**src/rtl/matrix_op_controller.sv**
```systemverilog
// Sequencer for the matrix coprocessor: loads N, A and B from single-port RAM,
// streams element pairs through a handshaked ALU and writes C back in order.
module matrix_op_controller #(
   parameter int DATA_W  = 8,
   parameter int ADDR_W  = 8,
   parameter int MAX_DIM = 5
) (
   input  logic              clk,
   input  logic              rst,
   input  logic              start,
   input  logic [2:0]        opcode,
   output logic              busy,
   output logic              done,
   output logic              error,
   output logic [ADDR_W-1:0] mem_addr,
   output logic [DATA_W-1:0] mem_wdata,
   output logic              mem_we,
   input  logic [DATA_W-1:0] mem_rdata,
   output logic [DATA_W-1:0] alu_a,
   output logic [DATA_W-1:0] alu_b,
   output logic [2:0]        alu_op,
   output logic              alu_valid,
   input  logic              alu_done,
   input  logic [DATA_W-1:0] alu_result
);

   localparam int CW    = ADDR_W + 2;
   localparam int DEPTH = MAX_DIM * MAX_DIM;
   localparam int IW    = (DEPTH > 1) ? $clog2(DEPTH) : 1;
   localparam logic [DATA_W-1:0] MAX_N = DATA_W'(MAX_DIM);

   typedef enum logic [2:0] {
      IDLE, RD_SIZE, CHECK, LOAD, ISSUE, WAIT_DONE, WRITE, FINISH
   } state_t;

   state_t state, state_d;

   logic [DATA_W-1:0] n_q, n_d;
   logic [2:0]        op_q, op_d;
   logic [CW-1:0]     k, k_d;
   logic [CW-1:0]     rd_addr, rd_d;
   logic [CW-1:0]     cap_addr, cap_addr_d;
   logic              cap_vld, cap_vld_d;
   logic              rd_wait, rd_wait_d;
   logic              busy_d, done_d, error_d, we_d, valid_d;
   logic [ADDR_W-1:0] addr_d;
   logic [DATA_W-1:0] wdata_d, a_d, b_d;
   logic [2:0]        alu_op_d;

   logic [DATA_W-1:0] buf_a [0:DEPTH-1];
   logic [DATA_W-1:0] buf_b [0:DEPTH-1];

   logic [CW-1:0] nn, two_nn;
   assign nn     = CW'(n_q) * CW'(n_q);
   assign two_nn = nn + nn;

   always_comb begin
      state_d    = state;
      n_d        = n_q;
      op_d       = op_q;
      k_d        = k;
      rd_d       = rd_addr;
      cap_addr_d = cap_addr;
      cap_vld_d  = 1'b0;
      rd_wait_d  = rd_wait;
      busy_d     = busy;
      done_d     = 1'b0;
      error_d    = error;
      we_d       = 1'b0;
      valid_d    = alu_valid;
      addr_d     = mem_addr;
      wdata_d    = mem_wdata;
      a_d        = alu_a;
      b_d        = alu_b;
      alu_op_d   = alu_op;
      case (state)
         IDLE: begin
            if (start) begin
               op_d      = opcode;
               busy_d    = 1'b1;
               error_d   = 1'b0;
               addr_d    = '0;
               rd_wait_d = 1'b0;
               state_d   = RD_SIZE;
            end
         end
         RD_SIZE: begin
            // first cycle presents addr 0, second cycle sees its data
            if (!rd_wait) rd_wait_d = 1'b1;
            else begin
               n_d     = mem_rdata;
               state_d = CHECK;
            end
         end
         CHECK: begin
            if (n_q == '0 || n_q > MAX_N || op_q == 3'b111) begin
               error_d = 1'b1;
               done_d  = 1'b1;
               busy_d  = 1'b0;
               state_d = FINISH;
            end else begin
               rd_d    = CW'(1);
               addr_d  = ADDR_W'(1);
               k_d     = '0;
               state_d = LOAD;
            end
         end
         LOAD: begin
            // cap_* trails the presented address by one cycle (RAM read latency)
            cap_vld_d  = (rd_addr <= two_nn);
            cap_addr_d = rd_addr;
            if (rd_addr < two_nn) begin
               rd_d   = rd_addr + CW'(1);
               addr_d = ADDR_W'(rd_addr + CW'(1));
            end
            if (cap_vld && cap_addr == two_nn) begin
               cap_vld_d = 1'b0;
               state_d   = ISSUE;
            end
         end
         ISSUE: begin
            a_d      = buf_a[IW'(k)];
            b_d      = buf_b[IW'(k)];
            alu_op_d = op_q;
            valid_d  = 1'b1;
            state_d  = WAIT_DONE;
         end
         WAIT_DONE: begin
            if (alu_done) begin
               valid_d = 1'b0;
               wdata_d = alu_result;
               we_d    = 1'b1;
               addr_d  = ADDR_W'(two_nn + CW'(1) + k);
               state_d = WRITE;
            end
         end
         WRITE: begin
            if (k == nn - CW'(1)) begin
               done_d  = 1'b1;
               busy_d  = 1'b0;
               state_d = FINISH;
            end else begin
               k_d     = k + CW'(1);
               state_d = ISSUE;
            end
         end
         FINISH: state_d = IDLE;
         default: state_d = IDLE;
      endcase
   end

   always_ff @(posedge clk or posedge rst) begin
      if (rst) begin
         state     <= IDLE;
         n_q       <= '0;
         op_q      <= '0;
         k         <= '0;
         rd_addr   <= '0;
         cap_addr  <= '0;
         cap_vld   <= 1'b0;
         rd_wait   <= 1'b0;
         busy      <= 1'b0;
         done      <= 1'b0;
         error     <= 1'b0;
         mem_we    <= 1'b0;
         alu_valid <= 1'b0;
         mem_addr  <= '0;
         mem_wdata <= '0;
         alu_a     <= '0;
         alu_b     <= '0;
         alu_op    <= '0;
      end else begin
         state     <= state_d;
         n_q       <= n_d;
         op_q      <= op_d;
         k         <= k_d;
         rd_addr   <= rd_d;
         cap_addr  <= cap_addr_d;
         cap_vld   <= cap_vld_d;
         rd_wait   <= rd_wait_d;
         busy      <= busy_d;
         done      <= done_d;
         error     <= error_d;
         mem_we    <= we_d;
         alu_valid <= valid_d;
         mem_addr  <= addr_d;
         mem_wdata <= wdata_d;
         alu_a     <= a_d;
         alu_b     <= b_d;
         alu_op    <= alu_op_d;
      end
   end

   // operand buffers need no reset: always fully loaded before use
   always_ff @(posedge clk) begin
      if (state == LOAD && cap_vld) begin
         if (cap_addr <= nn) buf_a[IW'(cap_addr - CW'(1))] <= mem_rdata;
         else                buf_b[IW'(cap_addr - nn - CW'(1))] <= mem_rdata;
      end
   end

endmodule

```
**config.mk**
```make
export PLATFORM = sky130hd
export DESIGN_NAME = matrix_op_controller
export DESIGN_NICKNAME = d
export VERILOG_FILES = /design/src/rtl/matrix_op_controller.sv
export SDC_FILE = /design/constraint.sdc
export NUM_CORES = 1
export LEC_CHECK = 0
export BUFFER_PORTS_ARGS = -buffer_cell sky130_fd_sc_hd__buf_2
export CAP_MARGIN = 20
export CORE_ASPECT_RATIO = 0.7
export CORE_MARGIN = 10
export CORE_UTILIZATION = 31
export DETAILED_ROUTE_END_ITERATION = 7
export GPL_TIMING_DRIVEN = 1
export PLACE_DENSITY_LB_ADDON = 0.15
export SETUP_SLACK_MARGIN = 0.2
export SLEW_MARGIN = 20
export SYNTH_ARGS = -nofsm -noshare
export SYNTH_HDL_FRONTEND = slang
export SYNTH_SLANG_ARGS = --single-unit
```
**constraint.sdc**
```tcl
create_clock -name clk -period 9 [get_ports clk]
set_input_delay 0.9 -clock clk [delete_from_list [all_inputs] [get_ports clk]]
set_output_delay 0.9 -clock clk [all_outputs]
set_load 0.03 [all_outputs]
```
======== Word-level counts from Yosys, hierarchy flattened ========
Memory sizes are Yosys's and may differ from the RTL's. A register that Yosys moved wholly into a read port is not among the register bits.
Index checks and enable logic that the tools add are counted.
cells by class
  reductions and logical operators ........ 24
  multiply operators ...................... 1
  magnitude comparators ................... 4
  muxes and demuxes ....................... 41
  add/subtract/negate cells ............... 9
  equality and inequality tests ........... 19
operator list
  kind                                                                   number
  10-bit two-way mux                                                     4
  10-bit one-hot mux with 2 select lines                                 2
  8-bit two-way mux                                                      4
  8-bit one-hot mux with 4 select lines                                  1
  3-bit one-hot mux with 8 select lines                                  1
  10-bit by 1-bit adder with 10-bit output (second input constant)       2
  10-bit == test                                                         2
  10-bit <= comparator                                                   2
  1-bit two-way mux                                                      18
  2-bit != test (second input constant)                                  9
  3-bit == test (second input constant)                                  5
  3-bit two-way mux                                                      5
  10-bit adder                                                           1
  10-bit < comparator                                                    1
  8-bit by 8-bit multiplier with 10-bit output                           1
  2-bit AND reduction                                                    5
  2-bit nonzero test                                                     5
  10-bit by 1-bit subtractor with 10-bit output (second input constant)  1
  5-bit by 1-bit subtractor with 5-bit output (second input constant)    2
  3-bit AND reduction                                                    3
  8-bit by 1-bit adder with 8-bit output (second input constant)         1
  8-bit adder                                                            1
  8-bit by 3-bit > comparator with 1-bit output (second input constant)  1
  8-bit zero test                                                        1
  13 further kinds                                                       20
storage, ports and cells
  logic and storage cells ................. 116
  register bits after elaboration ......... 70
  bits of input ports ..................... 23
  output and inout port bits .............. 40
  memory bits (writable) .................. 400
  memories ................................ 2
memories
  name   depth  bits a word  read ports  clocked after memory_dff  wr ports  line  RTL
  buf_a  25     8            1           1                         1         50    logic [DATA_W-1:0] buf_a [0:DEPTH-1];
  buf_b  25     8            1           1                         1         51    logic [DATA_W-1:0] buf_b [0:DEPTH-1];

======== Logic depth before layout (Yosys ltp) ========
  depth after elaboration ................. 6
  depth in mapped cells ................... 24
  mapped depth without buffers ............ 22

======== Least setup slack after synthesis ========
Ideal clock, no wire load.
  kind .................................... reg2reg
  from .................................... register n_q[0]
  to ...................................... memory buf_a[3][0], enable pin
  slack ................................... 2357 ps
  cell stages (with the launch flop) ...... 18
  required time ........................... 8581 ps
  period minus slack after synthesis ...... 6643 ps
  arrival ................................. 6223 ps
  path buffers ............................ 2
  setup time .............................. 419 ps
  cells stage by stage .................... dfrtp_1 > clkbuf_1 > and2_1 > inv_1 > fa_1 > fa_1 > fa_1 > fa_1 > inv_1 > ha_1 > or3b_2 > o221ai_1 > a211oi_2 > ha_1 > nand4_1 > or3_1 > buf_1 > a2111oi_0
on the way
  cells in the longest elaborated chain, start to end .. 5
ends and longest elaborated chain
  item                                          line  RTL
  start: declaration                            38    logic [DATA_W-1:0] n_q, n_d;
  start signal: assignment                      174   n_q <= n_d;
  8-bit by 8-bit multiplier with 10-bit output  54    assign nn = CW'(n_q) * CW'(n_q);
  10-bit <= comparator                          197   if (cap_addr <= nn) buf_a[IW'(cap_addr - CW'(1))] <= mem_rdata;
  1-bit two-way mux                             197
  1-bit two-way mux                             196   if (state == LOAD && cap_vld) begin
  1-bit two-way mux (not written as such)       197
  end: declaration                              50
No other way between the ends.

======== Worst setup path in the final report ========
  from .................................... register n_q[1]
  to ...................................... memory buf_b[11][7], enable pin
on the way
  cells in the longest elaborated chain, start to end .. 5
  elaborated cells between the ends (all ways) .. 7
  those cells by class .................... add/sub (2); mul (1); order compare (1); mux (3)
ends and longest elaborated chain
  item                                                                      line
  8-bit by 8-bit multiplier with 10-bit output *                            54
  parallel branches: the longest is 4 deep, another holds 5-bit subtractor  -
  end: declaration                                                          51
Every way passes the cells marked *.

==> qor.yml <==
floorplan:
  core-area_um2: 68670
  rows: 80
  dieArea_um2: 80930
  io_pins: 63
  start_util: 0.3151
  die-height_um: 241.0
  die_x_um: 335.8
min_path:
  min_path_type: "in -> async"
synth:
  synthArstFlopShare: 0.1770
  synth_seq_cells: 486
  ys.warnings.count: 0
  yosysMostFrequentCell: "edfxtp_1"
  synth_top_cell_by_area: "edfxtp_1"
  synth_top_area_share: 0.5551
  seq_area_frac_synth: 0.6546
  synth_edf_count: 400
  synthCells: 1344
  synth_ff_type: "edfxtp_1"
  syn_area_per_cell_um2: 16.10
  syn_nets: 1425
  synth.distinct_cells: 69
  synth_area_um2: 21640
  synth_common_cells: "edfxtp_1 (400), mux4_2 (112), nand2_1 (87)"
  yosys-top-cells-area: "edfxtp_1 (56%), mux4_2 (12%), dfrtp_1 (9.9%)"
cells_and_area:
  fill_cells: 6438
  multi_input_area_um2: 7087
  n_antenna_cell: 0
  seq_area_um2: 14170
  fin_nets: 1511
  drive_gt1_frac: 0.2473
  areaGrowthSynthToFinish_pct: 14.86
global_route:
  grt_overflow_total: 0
  grt_pass1_wl_mm: 82.60
  antenna_found_initial: 2
  grt_use_total: 0.1359
  grt_pass1_vias: 12230
  grt_max_degree: 75
sta:
  setup_viol: 0
  slew-limit-headroom: 0.2829
  hold_viol_final: 0
  fmax_ghz: 0.1408
  finalCritPeriodShare: 0.7890
  drv_slew: 0
  worst_pin_slew_ns: 1.076
  skew_ns: 0.03307
  timing.final.ws_setup_ns: 1.899
  fin_setup_tns_ns: 0
  rsz0062_at_grt: "no"
  post-route-min-period_ns: 7.101
place:
  gp_congestion: 0.7643
  port_buffers: 62
  post-place-ws_ns: 1.453
  dp_hpwl_mm: 35.43
worst_setup_path:
  ff2ff_path_depth: 17
  critPathLaunchType: "flip-flop"
  worstReg2RegStart: "n_q[1]"
  rr_endpoint: "buf_b[11][7]"
  cp_max_fo: 27
  critPathKind: "reg -> reg"
  crit_chain: "and2_1, fa_1, inv_1, fa_1, fa_1, fa_1, inv_1, ha_1, or3b_2, o221ai_1, a211oi_2, buf_4, ha_1, nand4_1, or3_2, nand4b_1, nor3_1"
  endpoint_kind: "flip-flop"
  cpPeakStageDelay_ns: 1.04
  cpMostUsedCell: "fa_1"
  ff2ff_setup_slack_ns: 1.90
  cp.required_ns: 9.23
  cpMaxStageDelayCell: "nor3_1"
  worstPathArrival_ns: 7.34
clock_tree:
  clock_sinks: 486
  cts_resized: 0
  cts-buffers-inserted: 50
  cts_tree: "yes"
  cts_root_buffer: "clkbuf_16"
  post_cts_buffers: 0
  cts_buffer_depth: 3
  htree_levels: 2
  cts_hold_buf: 0
  clkSlewWorstSetupHoldPaths_ns: 0.07
  clock_latency_ns: 0.63
route:
  final_antenna_net_count: 0
  vias_per_cell: 5.022
  drt_iter0_markers: 1000
  wl_mm: 54.69
  routedWlPerCell_um: 23.07
  drt-pass1-iter-count: 5
  drc: 0
  vias: 11900
status:
  status: "completed"
run:
  cap_violations: 0
## registers in the layout, indices dropped and copies added, names as in the netlist, 3 cells and up
| signal | flops |
|---|---|
| mem_addr | 8 |
| rd_addr | 10 |
| cap_addr | 10 |
| n_q | 8 |
| alu_a | 8 |
| state | 3 |
| alu_op | 3 |
| alu_b | 8 |
| k | 10 |
| buf_a | 200 |
| op_q | 3 |
| buf_b | 200 |
| mem_wdata | 8 |
## how the worst max path moves through the flow
stage          cells after the start            to   start  slack, ns
3_5_place_dp                      17  buf_b[23][3]  n_q[1]       1.45
2_1_floorplan                     17   buf_a[3][0]  n_q[0]       2.36
3_3_place_gp                      17  buf_b[23][5]  n_q[1]       1.70
4_1_cts                           17  buf_b[23][7]  n_q[1]       1.43
5_1_grt                           16  buf_b[11][7]  n_q[1]       1.54
6_report                          17  buf_b[11][7]  n_q[1]       1.90
## per-layer routing
layer / wire length [µm] / vias up / part of all wire / GRT usage
li1: - / 5373 / - / -
met1: 27500 / 6192 / 0.50 / 0.2038
met2: 23630 / 266 / 0.43 / 0.1989
met3: 2650 / 70 / 0.048 / 0.02668
met4: 893 / 2 / 0.016 / 0.03307
met5: 13 / - / 0.00024 / 0
## worst max-delay path: cells and delay by family (launching register included)
kind	cells	cell delay (ns)
flops	1	0.57
compound gates	2	0.16
simple gates	6	2.97
fa+ha+maj	6	2.74
buf+inv	3	0.27
## cells by family after synthesis
logic type / after synthesis / share of synthesized area
flops: 486 / 0.6546
buf+inv: 127 / 0.02359
other cells: 2 / 0.0003471
fa+ha+maj: 58 / 0.03944
compound gates: 157 / 0.04551
simple gates: 282 / 0.06361
mux: 189 / 0.1541
xor+xnor: 43 / 0.01879
## area by class of cell
type,instances,share of cell area
Clock buffer,61,0.05241
Clock inverter,29,0.01128
Inverter,55,0.008408
Multi-Input combinational cell,731,0.2852
Sequential cell,486,0.5703
Tap cell,902,0.04541
Timing Repair Buffer,106,0.02699
## through the flow
| step | std cells | utilization | hold slack, ns | area (µm²) |
|---|---|---|---|---|
| final | 2370 | 0.3619 | 0.2637 | 24850 |
| after global routing | 2370 | 0.3619 | 0.2690 | 24850 |
| after CTS | 2369 | 0.3605 | 0.2532 | 24760 |
| after detailed placement | 2279 | 0.3375 | 0.4728 | 23170 |
| after global placement | 2278 | 0.3372 | 0.4636 | 23160 |
| after floorplan | 1344 | - | 0.4803 | 21640 |
## placed cells by master (no fill, tap or decap), types with 6 or more instances in the layout
cell type and count:
xnor2_1 28, edfxtp_1 400, o22ai_1 6, inv_1 52, nand2b_1 11, nor2b_1 8
clkbuf_16 50, a21o_1 15, and2_1 12, fa_1 17, buf_2 60, ha_1 41
xor2_1 12, nand4_1 12, dfrtp_1 82, a31oi_1 13, nor3_2 11, and3_1 13
a21oi_2 10, clkinv_1 15, nor2_1 50, buf_4 44, nand2_1 87, mux2_2 33
a22o_1 6, o21ai_0 28, mux4_2 112, nor3_1 21, nand3_1 34, clkbuf_1 10
mux2i_1 44, a21oi_1 51
Power is left out: the tool's default activity adds up to more than one toggle a clock period on the data nets, which glitch-free logic cannot reach.
